### src/rtl/adc_seq_pkg.sv
// Shared types, default sizing and helpers for the SAR ADC conversion sequencer.
package adc_seq_pkg;

  localparam int unsigned RES_BITS_DEF = 12;
  localparam int unsigned CFG_BITS_DEF = 8;
  localparam int unsigned MAX_AVG_DEF  = 4;
  localparam int unsigned TMO_CYC_DEF  = 1024;
  localparam int unsigned IVL_W_DEF    = 16;

  typedef enum logic [2:0] {
    StIdle,
    StCfg,
    StStart,
    StWait,
    StRead,
    StGap
  } seq_state_e;

  function automatic logic [2:0] clamp_avg(input logic [2:0] avg, input int unsigned max_avg);
    if (32'(avg) > max_avg) begin
      clamp_avg = max_avg[2:0];
    end else begin
      clamp_avg = avg;
    end
  endfunction

endpackage

### src/rtl/adc_serial_shifter.sv
// Shift register shared by config output and result input; MSB leaves first,
// serial input enters at the LSB end.
module adc_serial_shifter #(
  parameter int unsigned WIDTH = 12,
  parameter int unsigned CNT_W = 4
) (
  input  logic             clk,
  input  logic             rst,
  input  logic             load,
  input  logic [CNT_W-1:0] last_bit,
  input  logic [WIDTH-1:0] par_in,
  input  logic             sdi,
  output logic             sdo,
  output logic             active,
  output logic             done,
  output logic [WIDTH-1:0] par_out
);

  logic [WIDTH-1:0] shreg_q;
  logic [CNT_W-1:0] cnt_q;
  logic             active_q;

  always_ff @(posedge clk) begin
    if (rst) begin
      shreg_q  <= '0;
      cnt_q    <= '0;
      active_q <= 1'b0;
    end else if (load) begin
      shreg_q  <= par_in;
      cnt_q    <= last_bit;
      active_q <= 1'b1;
    end else if (active_q) begin
      shreg_q <= {shreg_q[WIDTH-2:0], sdi};
      cnt_q   <= cnt_q - 1'b1;
      if (cnt_q == '0) begin
        active_q <= 1'b0;
      end
    end
  end

  assign sdo     = shreg_q[WIDTH-1];
  assign active  = active_q;
  assign done    = active_q & (cnt_q == '0);
  // Includes the bit being sampled this cycle, so the word is complete on done.
  assign par_out = {shreg_q[WIDTH-2:0], sdi};

endmodule

### src/rtl/adc_conv_sequencer.sv
// Sequencer for the SAR ADC macro: config load, conversion starts, serial result
// readout, 2^n averaging and a valid/ready result port with sticky error flags.
module adc_conv_sequencer
  import adc_seq_pkg::*;
#(
  parameter int unsigned RES_BITS = RES_BITS_DEF,
  parameter int unsigned CFG_BITS = CFG_BITS_DEF,
  parameter int unsigned MAX_AVG  = MAX_AVG_DEF,
  parameter int unsigned TMO_CYC  = TMO_CYC_DEF,
  parameter int unsigned IVL_W    = IVL_W_DEF
) (
  input  logic                clk,
  input  logic                rst,
  input  logic                enable,
  input  logic                single,
  input  logic                go,
  input  logic [CFG_BITS-1:0] cfg_word,
  input  logic                cfg_upd,
  input  logic [2:0]          avg_log2,
  input  logic [IVL_W-1:0]    interval,
  output logic                adc_conv_start,
  input  logic                adc_conv_finish,
  output logic                adc_load,
  output logic                adc_dati,
  input  logic                adc_dato,
  output logic [RES_BITS-1:0] res_data,
  output logic                res_valid,
  input  logic                res_ready,
  output logic                overrun,
  output logic                timeout,
  input  logic                clr_flags,
  output logic                busy
);

  localparam int unsigned SH_W    = (RES_BITS > CFG_BITS) ? RES_BITS : CFG_BITS;
  localparam int unsigned CNT_W   = $clog2(SH_W);
  localparam int unsigned ACC_W   = RES_BITS + MAX_AVG;
  localparam int unsigned SCNT_W  = MAX_AVG + 1;
  localparam int unsigned TMO_W   = $clog2(TMO_CYC + 1);

  seq_state_e          state_q;
  logic                cfg_pend_q;
  logic                cfg_run_q;
  logic                busy_q;
  logic                conv_start_q;
  logic                fin_q;
  logic [TMO_W-1:0]    tmo_q;
  logic [IVL_W-1:0]    gap_q;
  logic [2:0]          avg_q;
  logic [SCNT_W-1:0]   samp_cnt_q;
  logic [ACC_W-1:0]    acc_q;
  logic [RES_BITS-1:0] res_data_q;
  logic                res_valid_q;
  logic                overrun_q;
  logic                timeout_q;

  logic                sh_load;
  logic [CNT_W-1:0]    sh_last;
  logic [SH_W-1:0]     sh_par_in;
  logic                sh_sdo;
  logic                sh_active;
  logic                sh_done;
  logic [SH_W-1:0]     sh_par_out;

  logic                fin_rise;
  logic                cfg_load;
  logic                rd_load;
  logic [ACC_W-1:0]    acc_sum;
  logic [SCNT_W-1:0]   samp_nxt;
  logic                win_done;
  logic [RES_BITS-1:0] res_new;
  logic                new_res;
  logic                hs;

  always_comb begin
    fin_rise  = adc_conv_finish & ~fin_q;
    cfg_load  = (state_q == StCfg) & ~cfg_run_q;
    rd_load   = (state_q == StWait) & fin_rise;
    sh_load   = cfg_load | rd_load;
    sh_last   = (state_q == StCfg) ? CNT_W'(CFG_BITS - 1) : CNT_W'(RES_BITS - 1);
    // Config word is left-aligned so its MSB is the first bit out.
    sh_par_in = SH_W'(cfg_word) << (SH_W - CFG_BITS);
    acc_sum   = acc_q + ACC_W'(RES_BITS'(sh_par_out));
    samp_nxt  = samp_cnt_q + 1'b1;
    win_done  = samp_nxt >= (SCNT_W'(1) << avg_q);
    res_new   = RES_BITS'(acc_sum >> avg_q);
    new_res   = (state_q == StRead) & sh_done & win_done;
    hs        = res_valid_q & res_ready;
  end

  adc_serial_shifter #(
    .WIDTH (SH_W),
    .CNT_W (CNT_W)
  ) u_shifter (
    .clk      (clk),
    .rst      (rst),
    .load     (sh_load),
    .last_bit (sh_last),
    .par_in   (sh_par_in),
    .sdi      (adc_dato),
    .sdo      (sh_sdo),
    .active   (sh_active),
    .done     (sh_done),
    .par_out  (sh_par_out)
  );

  always_ff @(posedge clk) begin
    if (rst) begin
      state_q      <= StCfg;
      cfg_pend_q   <= 1'b1;
      cfg_run_q    <= 1'b0;
      busy_q       <= 1'b0;
      conv_start_q <= 1'b0;
      fin_q        <= 1'b0;
      tmo_q        <= '0;
      gap_q        <= '0;
      avg_q        <= '0;
      samp_cnt_q   <= '0;
      acc_q        <= '0;
      res_data_q   <= '0;
      res_valid_q  <= 1'b0;
      overrun_q    <= 1'b0;
      timeout_q    <= 1'b0;
    end else begin
      fin_q        <= adc_conv_finish;
      conv_start_q <= 1'b0;
      busy_q       <= 1'b1;
      if (cfg_upd) begin
        cfg_pend_q <= 1'b1;
      end
      // Flag sets below are later in the block, so a same-cycle set beats the clear.
      if (clr_flags) begin
        overrun_q <= 1'b0;
        timeout_q <= 1'b0;
      end

      if (new_res) begin
        if (res_valid_q & ~res_ready) begin
          overrun_q <= 1'b1;
        end else begin
          res_data_q  <= res_new;
          res_valid_q <= 1'b1;
        end
      end else if (hs) begin
        res_valid_q <= 1'b0;
      end

      unique case (state_q)
        StIdle: begin
          if (cfg_pend_q) begin
            state_q <= StCfg;
          end else if (enable & (go | ~single | (samp_cnt_q != '0))) begin
            // A window interrupted by a config reload resumes without a new go.
            state_q      <= StStart;
            conv_start_q <= 1'b1;
          end else begin
            busy_q <= 1'b0;
          end
        end
        StCfg: begin
          if (cfg_load) begin
            cfg_run_q  <= 1'b1;
            cfg_pend_q <= cfg_upd;
          end else if (sh_done) begin
            cfg_run_q <= 1'b0;
            state_q   <= StIdle;
            busy_q    <= 1'b0;
          end
        end
        StStart: begin
          tmo_q <= TMO_W'(TMO_CYC);
          if (samp_cnt_q == '0) begin
            avg_q <= clamp_avg(avg_log2, MAX_AVG);
          end
          state_q <= StWait;
        end
        StWait: begin
          if (fin_rise) begin
            state_q <= StRead;
          end else if (tmo_q <= TMO_W'(1)) begin
            timeout_q  <= 1'b1;
            acc_q      <= '0;
            samp_cnt_q <= '0;
            state_q    <= StIdle;
            busy_q     <= 1'b0;
          end else begin
            tmo_q <= tmo_q - 1'b1;
          end
        end
        StRead: begin
          if (sh_done) begin
            gap_q <= interval;
            if (win_done) begin
              acc_q      <= '0;
              samp_cnt_q <= '0;
              if (single) begin
                state_q <= StIdle;
                busy_q  <= 1'b0;
              end else begin
                state_q <= StGap;
              end
            end else begin
              acc_q      <= acc_sum;
              samp_cnt_q <= samp_nxt;
              state_q    <= StGap;
            end
          end
        end
        StGap: begin
          if (~enable | cfg_pend_q) begin
            state_q <= StIdle;
            busy_q  <= 1'b0;
          end else if (gap_q <= IVL_W'(1)) begin
            state_q      <= StStart;
            conv_start_q <= 1'b1;
          end else begin
            gap_q <= gap_q - 1'b1;
          end
        end
        default: begin
          state_q <= StIdle;
        end
      endcase
    end
  end

  assign adc_conv_start = conv_start_q;
  assign adc_load       = sh_active;
  assign adc_dati       = sh_sdo & (state_q == StCfg);
  assign res_data       = res_data_q;
  assign res_valid      = res_valid_q;
  assign overrun        = overrun_q;
  assign timeout        = timeout_q;
  assign busy           = busy_q;

endmodule

### config.mk
export PLATFORM = sky130hd
export DESIGN_NAME = adc_conv_sequencer
export DESIGN_NICKNAME = d
export VERILOG_FILES = /design/src/rtl/adc_seq_pkg.sv /design/src/rtl/adc_serial_shifter.sv /design/src/rtl/adc_conv_sequencer.sv
export SDC_FILE = /design/constraint.sdc
export NUM_CORES = 1
export LEC_CHECK = 0
export CORE_MARGIN = 4
export CORE_UTILIZATION = 30
export CTS_BUF_LIST = sky130_fd_sc_hd__clkbuf_16
export DETAILED_ROUTE_END_ITERATION = 10
export SETUP_SLACK_MARGIN = 0.3
export SYNTH_ARGS = -nofsm -noshare
export SYNTH_HDL_FRONTEND = slang
export SYNTH_SLANG_ARGS = --single-unit
export TNS_END_PERCENT = 10
### constraint.sdc
create_clock -name clk -period 8 [get_ports clk]
set_clock_uncertainty 0.2 [all_clocks]
set_input_delay 1.6 -clock clk [delete_from_list [all_inputs] [get_ports clk]]
set_output_delay 1.6 -clock clk [all_outputs]
set_load 0.005 [all_outputs]
== Yosys cells after proc, flatten, opt, wreduce, memory -nomap -nowiden ==
Cells that the tools add are included.
Word-level totals
  bits in registers: 91
  input port bits: 37
  output and inout bits: 19
  word-level logic and storage cells: 154
Operators by class
  $add $sub $neg: 5
  $lt $le $gt $ge: 4
  eq/ne operators: 17
  shifts and indexed selects: 2
  multiplexer cells: 68
  bitwise logic cells: 20
  reduce and logical (&&, ||, !) cells: 19
Operators by type and width (number)
  $mux W16: 7
  $pmux W16 S2: 2
  $mux W3: 12
  $mux W1: 31
  $mux W12: 2
  $mux W11: 2
  $pmux W11 S2: 1
  $mux W5: 4
  $pmux W3 S6: 1
  $add A16 B12 Y16: 1
  $le A16 B1 Y1 const B: 1
  $ne A2 B2 Y1 const B: 8
  $shr A16 B3 Y12: 1
  $sub A16 B1 Y16 const B: 1
  $mux W4: 3
  $reduce_bool A2 Y1: 6
  $le A11 B1 Y1 const B: 1
  $sub A11 B1 Y11 const B: 1
  $and A1 B1 Y1: 10
  $pmux W5 S2: 1
  $reduce_and A2 Y1: 4
  $reduce_and A4 Y1: 2
  $eq A3 B2 Y1 const B: 2
  $eq A3 B3 Y1 const B: 2
  other kinds (20): 29

== Longest topological paths before layout ==
Gate-level depths: netlist of run 1.
  depth after elaboration: 7
  gate-level depth with buffers: 12

== By module ==
From an unflattened synthesis of run 1, not the netlist that was laid out.
Second synthesis, totals
  cells, all modules: 720
  area, all modules: 5938.2 sq um
By module, submodules not included
  adc_conv_sequencer: times used 1, cells each 636, area each 5061.1 sq um, seq. area each 1481.4 sq um
  adc_serial_shifter: times used 1, cells each 84, area each 877.1 sq um, seq. area each 340.3 sq um

== Worst setup path before layout of run 1 ==
No wires, ideal clock.
  path kind: input to register
  start point: input port adc_dato
  end point: register res_data_q[5], in the netlist res_data[5]
  data arrival time: 3730 ps
  setup slack: 3966 ps
  stages on the path: 10
  path buffers: 0
  cell sequence: ha_1 > inv_1 > fa_1 > nand2b_1 > a21oi_4 > nor3_1 > or3_1 > a311oi_2 > mux2i_1 > a2111oi_2
On the way
  longest elaborated chain between the ends: 2
Ends and longest elaborated chain
  start, declared: RTL line adc_conv_sequencer.sv:25  | input logic adc_dato,
  $add A16 B12 Y16: RTL line adc_conv_sequencer.sv:83  | acc_sum = acc_q + ACC_W'(RES_BITS'(sh_par_out));
  $shr A16 B3 Y12: RTL line adc_conv_sequencer.sv:86  | res_new = RES_BITS'(acc_sum >> avg_q);
  end signal, assigned: RTL line adc_conv_sequencer.sv:141  | res_data_q <= res_new;
  end, declared: RTL line adc_conv_sequencer.sv:52  | logic [RES_BITS-1:0] res_data_q;
No other way between the ends.
A chain may end at the register's enable or synchronous reset.

== Final worst setup path of run 1 ==
  start point: input port adc_dato
  end point: register res_data_q[0], in the netlist res_data[0]
The elaborated chain is that of the path after synthesis.

==> impl_metrics.env, run 1 <==
export IMPL_cts_sinks=91
export IMPL_drt_iter0_markers=348
export IMPL_cts_tree="done"
export IMPL_ys_seq_area_frac=0.3037
export IMPL_worst_slew_pin_slew_ns=0.9204
export IMPL_drt_pre_antenna_iters=5
export IMPL_areaGrowthSynthToFinish_pct=16.23
export IMPL_synthCells=723
export IMPL_slew_headroom=0.3856
export IMPL_power_leakage_nw=2.579
export IMPL_drt_vias_per_instance=5.359
export IMPL_switchingPower_uw=262.9
export IMPL_cts_hold_buf=0
export IMPL_grt_pass1_vias=5027
export IMPL_min_period_over_period=0.5510
export IMPL_critPathLaunchType="input port"
export IMPL_drt_wl_total_mm=16.35
export IMPL_io_pins=56
export IMPL_crit_fanout=4
export IMPL_portBuffers=55
export IMPL_power_density_nw_per_um2=146.5
export IMPL_drv_slew=0
export IMPL_max_vdd_ir_drop_mv=0.1114
export IMPL_antenna_found_initial=0
export IMPL_num_vias=5482
export IMPL_finalSetupTns_ns=0
export IMPL_synth_area_um2=5998
export IMPL_final_nets=817
export IMPL_required_ns=8.01
export IMPL_ys_ff_latch=91
export IMPL_status="finished clean"
export IMPL_cp_data_arrival_time_ns=4.41
export IMPL_gr_total_overflow=0
export IMPL_period_needed_ns=4.408
export IMPL_sw_frac_of_total=0.2573
export IMPL_drc=0
export IMPL_ys_warn_count=0
export IMPL_power_mw=1.022
export IMPL_final_cell_mix="nor2_1, dfxtp_1, nand2_1, a21oi_1, clkdlybuf4s50_1"
export IMPL_clockBufferDepth=2
export IMPL_rsz0062_at_grt="no"
export IMPL_crit_type="in2reg"
export IMPL_antenna_left=0
export IMPL_wl_per_cell_um=15.98
export IMPL_cts_buffers=9
export IMPL_drive_above_1_share=0.08971
export IMPL_die_h_um=149.4
export IMPL_final_common_cell="nor2_1"
export IMPL_finalHoldViolCount=0
export IMPL_fmax_mhz=226.9
export IMPL_cts_setup_buffers=0
export IMPL_synth_edf_count=0
export IMPL_cap_violations=0
export IMPL_fp_dieArea_um2=22320
export IMPL_htree_levels=3
export IMPL_whs_ns=0.2822
export IMPL_power_frac_seq=0.466
export IMPL_place_gp_congestion=0.8745
export IMPL_initial_core_util=0.3062
export IMPL_ys_flop_type="dfxtp_1"
export IMPL_hpwl_mm=12.06
export IMPL_hp_class="reg2reg"
export IMPL_setup_violations=0
export IMPL_fill_cells=2055
export IMPL_clk_insertion_delay_late_ns=0.35
export IMPL_antenna_cells=0
export IMPL_cts_root_buf="clkbuf_16"
export IMPL_clkTransAtPathRegs_ns=0.07
export IMPL_synth_distinct_cells=89
export IMPL_pwr_share_comb=0.117
export IMPL_grt_pass1_wl_mm=26.50
export IMPL_rows=51
export IMPL_grt_total_usage=0.1465
export IMPL_intPower_uw=758.8
export IMPL_cts_repair_resized=0
export IMPL_async_flop_share=0
export IMPL_core_area_um2=19590
export IMPL_grt_max_degree=68
export IMPL_synth_nets=786
export IMPL_fp_dieW_um=149.4
export IMPL_clkPwrFrac=0.417
export IMPL_end_kind="register"
export IMPL_avgSynthCellArea_um2=8.296
-- per-layer routing --
metal | GRT usage | part of all wire | vias up
met5 | 0 | 0 | -
met3 | 0.03099 | 0.054 | 18
met2 | 0.2260 | 0.44 | 139
met4 | 0.03524 | 0.017 | 0
li1 | - | - | 2709
met1 | 0.2095 | 0.49 | 2616
-- critical path: stages --
cell             delay (ns)
clkdlybuf4s50_1        0.49
ha_1                   0.24
inv_1                  0.08
fa_1                   0.39
nand2b_1               0.25
a21o_2                 0.26
a21boi_1               0.18
nor2_1                 0.13
mux4_2                 0.49
a211oi_1               0.24
nor3_1                 0.07
-- through the flow --
step | setup WS, ns | instances | cell area (um^2) | util
floorplan | 3.966 | 723 | 5998 | -
global placement | 3.289 | 1008 | 6686 | 0.3413
detailed placement | 3.234 | 1008 | 6686 | 0.3413
CTS | 3.611 | 1023 | 6972 | 0.3559
global route | 3.369 | 1023 | 6972 | 0.3559
finish | 3.592 | 1023 | 6972 | 0.3559
-- state kept, by name, summed over array words and instances (netlist names) --
register and count:
acc_q 16, gap_q 16, res_data 12, u_shifter.shreg_q 12, tmo_q 11, samp_cnt_q 5
u_shifter.cnt_q 4, avg_q 3, state_q 3, adc_conv_start 1, busy 1, cfg_pend_q 1
cfg_run_q 1, fin_q 1, overrun 1, res_valid 1, timeout 1, u_shifter.active 1
-- power groups by stage --
stage / registers (mW) / logic [mW] / clock network, mW
6_report: 0.476 / 0.120 / 0.426
5_1_grt: 0.478 / 0.131 / 0.452
4_1_cts: 0.477 / 0.119 / 0.434
3_5_place_dp: 0.487 / 0.118 / 0
3_3_place_gp: 0.487 / 0.118 / 0
2_1_floorplan: 0.479 / 0.0827 / 0
-- Yosys cell counts, types with 13 or more instances --
cell / number / area (um^2)
xnor2_1: 13 / 113.9
nand2_1: 62 / 232.7
inv_1: 22 / 82.58
nor3_1: 20 / 100.1
a21oi_1: 54 / 270.3
a211oi_1: 23 / 172.7
nor2_1: 98 / 367.9
mux2i_1: 20 / 200.2
dfxtp_1: 91 / 1822
ha_1: 25 / 312.8
o21ai_0: 27 / 135.1
nand3_1: 17 / 85.08
a22oi_1: 22 / 165.2
clkbuf_1: 22 / 82.58
-- kinds of logic (layout without fill, tap and decap cells) --
family / count (synthesis) / count (layout) / share of synthesized area
multiplexers: 28 / 28 / 0.06216
flip-flops: 91 / 91 / 0.3037
AND/OR/NAND/NOR: 271 / 271 / 0.2205
XOR/XNOR: 24 / 24 / 0.03630
AO/OA/AOI/OAI: 220 / 220 / 0.2703
buffers and inverters: 63 / 98 / 0.05152
adder cells (fa/ha/maj): 26 / 26 / 0.05549
-- worst paths after layout --
path / start / endpoint / slack, ns / cells after the start
worst max register to register: avg_q[0] / res_data[5] / 4.63 / 11
worst min register to register: tmo_q[3] / tmo_q[3] / 0.28 / 2
worst max-delay path: adc_dato / res_data[0] / 3.59 / 11
worst min-delay path: tmo_q[3] / tmo_q[3] / 0.28 / 2
-- layout make-up --
class	count	area (um^2)	area share
multi-input combinational	569	3867	0.5547
inverter	24	90.09	0.01292
sequential	91	1822	0.2613
tap	265	331.6	0.04756
clock buffer	9	225.2	0.03230
clock inverter	6	60.06	0.008614
timing repair buffer	59	575.6	0.08256
Note: power is estimated with default switching activity, not from simulation.
==> run 2, diff against run 1 <==
==> constraint.sdc (replaced) <==
create_clock -name clk -period 3.8 [get_ports clk]
set_clock_uncertainty 0.2 [all_clocks]
set_input_delay 0.76 -clock clk [delete_from_list [all_inputs] [get_ports clk]]
set_output_delay 0.76 -clock clk [all_outputs]
set_load 0.005 [all_outputs]
==> impl_metrics.env, run 2 (synthesis gave the netlist of run 1 again) <==
export IMPL_status="finished clean"
export IMPL_grt_total_usage=0.1500
export IMPL_rr_startpoint="samp_cnt_q[0]"
export IMPL_hp_class="reg2reg"
export IMPL_design_area_um2=7089
export IMPL_drive_above_1_share=0.1123
export IMPL_final_nets=834
export IMPL_grt_max_degree=40
export IMPL_slowest_stage="mux4_2"
export IMPL_drv_slew=0
export IMPL_fp_dieArea_um2=22320
export IMPL_clockBufferDepth=2
export IMPL_end_kind="register"
export IMPL_fill_cells=2063
export IMPL_cts_tree="done"
export IMPL_place_gp_congestion=0.8958
export IMPL_fp_dieW_um=149.4
export IMPL_rsz0062_at_grt="no"
export IMPL_path_delay_family="buffers and inverters"
export IMPL_antenna_cells=0
export IMPL_finalHoldViolCount=0
export IMPL_cts_sinks=91
export IMPL_worst_slew_pin_slew_ns=0.9768
export IMPL_initial_core_util=0.3062
export IMPL_power_density_nw_per_um2=298.0
export IMPL_core_area_um2=19590
export IMPL_clkTransAtPathRegs_ns=0.07
export IMPL_grt_pass1_wl_mm=26.92
export IMPL_antenna_found_initial=0
export IMPL_reg_top3="acc_q x16, gap_q x16"
export IMPL_cap_violations=0
export IMPL_min_period_over_period=0.8893
export IMPL_gr_total_overflow=0
export IMPL_crit_type="in2reg"
export IMPL_io_pins=56
export IMPL_path_depth=12
export IMPL_final_common_cell="nor2_1"
export IMPL_setup_violations=0
export IMPL_crit_chain="clkdlybuf4s50_1, ha_1, inv_1, fa_1, nand2b_4, a21oi_4, buf_4, o211a_4, o31ai_4, xor2_1, mux4_2, o22ai_1"
export IMPL_final_setup_worst_slack_ns=0.4206
export IMPL_cts_root_buf="clkbuf_16"
export IMPL_power_mw=2.112
export IMPL_crit_buf_inv=3
export IMPL_power_leakage_nw=2.657
export IMPL_die_h_um=149.4
export IMPL_cp_data_arrival_time_ns=3.46
export IMPL_drt_iter0_markers=417
export IMPL_drc=0
export IMPL_dp_slack_ns=-0.008491
export IMPL_r2r_slack_ns=0.74
export IMPL_slew_headroom=0.3459
export IMPL_grt_pass1_vias=5070
export IMPL_dpl_cell_area_um2=6807
export IMPL_whs_ns=0.2850
export IMPL_fmax_mhz=295.9
export IMPL_portBuffers=55
export IMPL_worst_r2r_path_depth=8
export IMPL_drt_vias_per_instance=5.305
export IMPL_clk_insertion_delay_late_ns=0.36
export IMPL_areaGrowthSynthToFinish_pct=18.19
export IMPL_required_ns=3.88
export IMPL_dpl_cell_count=1024
export IMPL_cp_startpoint="adc_dato"
export IMPL_hpwl_mm=12.39
export IMPL_htree_levels=3
export IMPL_worstSetupEndpoint="res_data[7]"
export IMPL_timing_rr_end="acc_q[14]"
export IMPL_critPathMaxStageDelay_ns=0.49
export IMPL_whs_path_depth=2
export IMPL_period_needed_ns=3.379
export IMPL_max_vdd_ir_drop_mv=0.2647
export IMPL_drt_pre_antenna_iters=5
export IMPL_instances_no_fill=1040
export IMPL_critPathLaunchType="input port"
export IMPL_rows=51
export IMPL_num_vias=5517
export IMPL_antenna_left=0
export IMPL_wl_per_cell_um=15.98
export IMPL_crit_fanout=5
export IMPL_final_cell_mix="nor2_1, dfxtp_1, nand2_1, a21oi_1, clkdlybuf4s50_1"
export IMPL_cts_buffers=9
export IMPL_drt_wl_total_mm=16.62
[run 2: cell types whose count changed in the layout (fill, tap and decap cells not counted)]
| cell | before | now |
|---|---|---|
| buf_4 | 4 | 21 |
| inv_6 | 0 | 1 |
| inv_1 | 24 | 23 |
| bufinv_16 | 1 | 0 |
| clkinvlp_4 | 0 | 1 |
| nand2b_4 | 0 | 1 |
| nand2b_1 | 9 | 8 |
[run 2: report_power, final]
part           internal, mW  switching, mW  total [mW]
Sequential            0.974         0.0187       0.993
Clock                 0.441          0.410       0.852
Combinational         0.126          0.142       0.268
Total                  1.54          0.571        2.11
[run 2: layout make-up]
class	count	area (um^2)	area share
Clock buffer	9	225.2	0.03177
Sequential cell	91	1822	0.2570
Clock inverter	6	42.54	0.006001
Tap cell	265	331.6	0.04677
Multi-Input combinational cell	569	3875	0.5466
Timing Repair Buffer	76	703.2	0.09919
Inverter	24	90.09	0.01271
[run 2: stage by stage]
step	util	setup TNS (ns)
after floorplan	-	0
after global placement	0.3474	0
after detailed placement	0.3474	-0.008491
after CTS	0.3611	0
after global routing	0.3619	0
final	0.3619	0
[run 2: worst reg2reg max path, cell delays in order (launching register included)]
cell	delay, ns
dfxtp_1	0.45
ha_1	0.29
nand3_1	0.12
xnor2_1	0.27
ha_1	0.30
a21oi_1	0.27
o211ai_1	0.46
or3_1	0.49
a21oi_1	0.14
[run 2: how the worst min path moves through the flow]
| stage | start | end |
|---|---|---|
| 2_1_floorplan | tmo_q[7] | tmo_q[7] |
| 3_3_place_gp | tmo_q[3] | tmo_q[3] |
| 3_5_place_dp | tmo_q[7] | tmo_q[7] |
| 4_1_cts | tmo_q[3] | tmo_q[3] |
| 5_1_grt | res_data[11] | res_data[11] |
| 6_report | tmo_q[3] | tmo_q[3] |
[run 2: routing by layer]
layer,GRT usage,vias up,wire (um)
met4,0.04897,0,370
li1,-,2741,-
met5,0,-,0
met1,0.2133,2594,8117
met3,0.03677,29,926
met2,0.2226,153,7204
[run 2: timing repair]
action | CTS | global route
gates resized for setup | 0 | 2
hold buffers | 0 | 0
endpoints found under the setup margin | 0 | 2
setup buffers | 0 | 1
==> run 3, diff against run 2 <==
--- a/config.mk
+++ b/config.mk
@@ -5,6 +5,7 @@
 export SDC_FILE = /design/constraint.sdc
 export NUM_CORES = 1
 export LEC_CHECK = 0
+export CORE_ASPECT_RATIO = 0.75
 export CORE_MARGIN = 4
 export CORE_UTILIZATION = 30
 export CTS_BUF_LIST = sky130_fd_sc_hd__clkbuf_16
==> impl_metrics.env, run 3 (synthesis gave the netlist of run 1 again) <==
export IMPL_grt_max_degree=39
export IMPL_grt_pass1_wl_mm=26.36
export IMPL_gr_total_overflow=0
export IMPL_drt_iter0_markers=477
export IMPL_die_h_um=130.5
export IMPL_cts_setup_buffers=0
export IMPL_power_leakage_nw=2.685
export IMPL_initial_core_util=0.3078
export IMPL_rows=44
export IMPL_portBuffers=55
export IMPL_drt_vias_per_instance=5.339
export IMPL_hp_class="reg2reg"
export IMPL_num_vias=5504
export IMPL_whs_path_depth=2
export IMPL_drt_wl_total_mm=16.59
export IMPL_fmax_mhz=311.7
export IMPL_grt_pass1_vias=4805
export IMPL_crit_buf_inv=2
export IMPL_core_area_um2=19490
export IMPL_wl_per_cell_um=16.09
export IMPL_sw_frac_of_total=0.2693
export IMPL_clockBufferDepth=2
export IMPL_drive_above_1_share=0.1170
export IMPL_crit_fanout=10
export IMPL_clkTransAtPathRegs_ns=0.07
export IMPL_fp_dieW_um=171.3
export IMPL_antenna_left=0
export IMPL_crit_top_cell="nand2_1"
export IMPL_clk_insertion_delay_late_ns=0.34
export IMPL_worst_slew_pin_slew_ns=0.8559
export IMPL_worst_r2r_path_depth=11
export IMPL_clkPwrFrac=0.398
export IMPL_antenna_cells=0
export IMPL_finalHoldViolCount=0
export IMPL_critPathMaxStageDelay_ns=0.67
export IMPL_drc=0
export IMPL_switchingPower_uw=569.2
export IMPL_hp_start="tmo_q[7]"
export IMPL_max_vdd_ir_drop_mv=0.1986
export IMPL_rsz0062_at_grt="no"
export IMPL_reg_top3="acc_q x16, gap_q x16"
export IMPL_areaGrowthSynthToFinish_pct=18.34
export IMPL_htree_levels=3
export IMPL_cp_data_arrival_time_ns=3.23
export IMPL_io_pins=56
export IMPL_min_period_over_period=0.8444
export IMPL_timing_rr_end="res_data[11]"
export IMPL_cts_root_buf="clkbuf_16"
export IMPL_fill_cells=2054
export IMPL_crit_type="reg2reg"
export IMPL_slowest_stage="o21ai_0"
export IMPL_final_cell_mix="nor2_1, dfxtp_1, nand2_1, a21oi_1, clkdlybuf4s50_1"
export IMPL_cts_hold_buf=0
export IMPL_setup_violations=0
export IMPL_whs_endpoint="tmo_q[7]"
export IMPL_antenna_found_initial=0
export IMPL_power_density_nw_per_um2=297.8
export IMPL_rr_startpoint="avg_q[0]"
export IMPL_cts_sinks=91
export IMPL_required_ns=3.82
export IMPL_crit_chain="inv_1, buf_4, nor2_1, nand2_1, ha_1, a21o_1, a21oi_1, o21ai_0, nand2_1, a221oi_1, a211oi_1"
export IMPL_intPower_mw=1.545
export IMPL_r2r_slack_ns=0.59
export IMPL_instances_no_fill=1031
export IMPL_power_mw=2.114
export IMPL_final_nets=837
export IMPL_hpwl_mm=12.36
export IMPL_cts_buffers=9
export IMPL_path_delay_family="compound AO/OA/AOI/OAI gates"
export IMPL_cap_violations=0
export IMPL_place_gp_congestion=0.8670
export IMPL_drt_pre_antenna_iters=5
export IMPL_pwr_share_comb=0.131
export IMPL_utilization=0.3642
export IMPL_drv_slew=0
export IMPL_end_kind="register"
export IMPL_fp_dieArea_um2=22340
export IMPL_period_needed_ns=3.209
export IMPL_final_common_cell="nor2_1"
export IMPL_power_frac_seq=0.471
export IMPL_critPathLaunchType="register"
export IMPL_cts_tree="done"
export IMPL_status="finished clean"
export IMPL_finalSetupTns_ns=0
export IMPL_grt_total_usage=0.1465
export IMPL_slew_headroom=0.4278
export IMPL_dpl_cell_count=1016
run 3: cell count changes in the layout (fill, tap and decap cells not counted), sizes merged:
cell	before	now
clkinvlp	1	0
clkdlybuf4s50	54	53
inv	24	23
clkinv	5	7
dlymetal6s2s	0	1
buf	22	25
run 3: repair_timing:
item	CTS	global route
hold endpoints to repair	0	0
resized for setup	0	2
endpoints found under the setup margin	0	9
run 3: tightest hold or removal path: cells and delay by family, from the launching register on:
kind / cells / cell delay (ns)
flip-flops: 1 / 0.33
AND/OR/NAND/NOR: 1 / 0.06
AO/OA/AOI/OAI: 1 / 0.05
run 3: worst max path at each step:
stage                        from            to  slack, ns  cells after the start
finish                   avg_q[0]  res_data[11]       0.59                     11
global route        samp_cnt_q[0]  res_data[11]       0.36                      9
CTS                      adc_dato   res_data[5]       0.36                     11
detailed placement       adc_dato   res_data[0]     -0.004                     11
global placement         adc_dato   res_data[5]     -0.007                     11
floorplan                adc_dato   res_data[5]       0.61                     10
run 3: cell type report:
type	count	area, um^2	share of cell area
flip-flops and latches	91	1822	0.2567
repair buffers	79	728.2	0.1026
inverters	24	90.09	0.01269
multi-input cells	569	3875	0.5459
clock inverters	6	41.29	0.005817
well taps	253	316.6	0.04460
clock buffers	9	225.2	0.03173
run 3: power groups by stage:
| stage | clock [mW] | sequential (mW) | combinational, mW |
|---|---|---|---|
| 6_report | 0.841 | 0.995 | 0.277 |
| 5_1_grt | 0.900 | 0.997 | 0.302 |
| 4_1_cts | 0.859 | 0.995 | 0.273 |
| 2_1_floorplan | 0 | 1.01 | 0.174 |
| 3_5_place_dp | 0 | 1.02 | 0.271 |
| 3_3_place_gp | 0 | 1.02 | 0.272 |
run 3: stage by stage:
| step | area [um^2] | setup slack [ns] | hold WS (ns) |
|---|---|---|---|
| after floorplan | 5998 | 0.6061 | 0.2406 |
| after global placement | 6822 | -0.007273 | 0.2705 |
| after detailed placement | 6822 | -0.004145 | 0.2779 |
| after CTS | 7088 | 0.3567 | 0.2906 |
| after global routing | 7098 | 0.3639 | 0.3075 |
| final | 7098 | 0.5914 | 0.2821 |
run 3: metal layers:
metal	GRT usage	vias to the layer above	wire, um
met5	0	-	0
met4	0.02375	0	86
met3	0.02436	8	993
met2	0.1847	161	5918
met1	0.2519	2581	9593
li1	-	2754	-
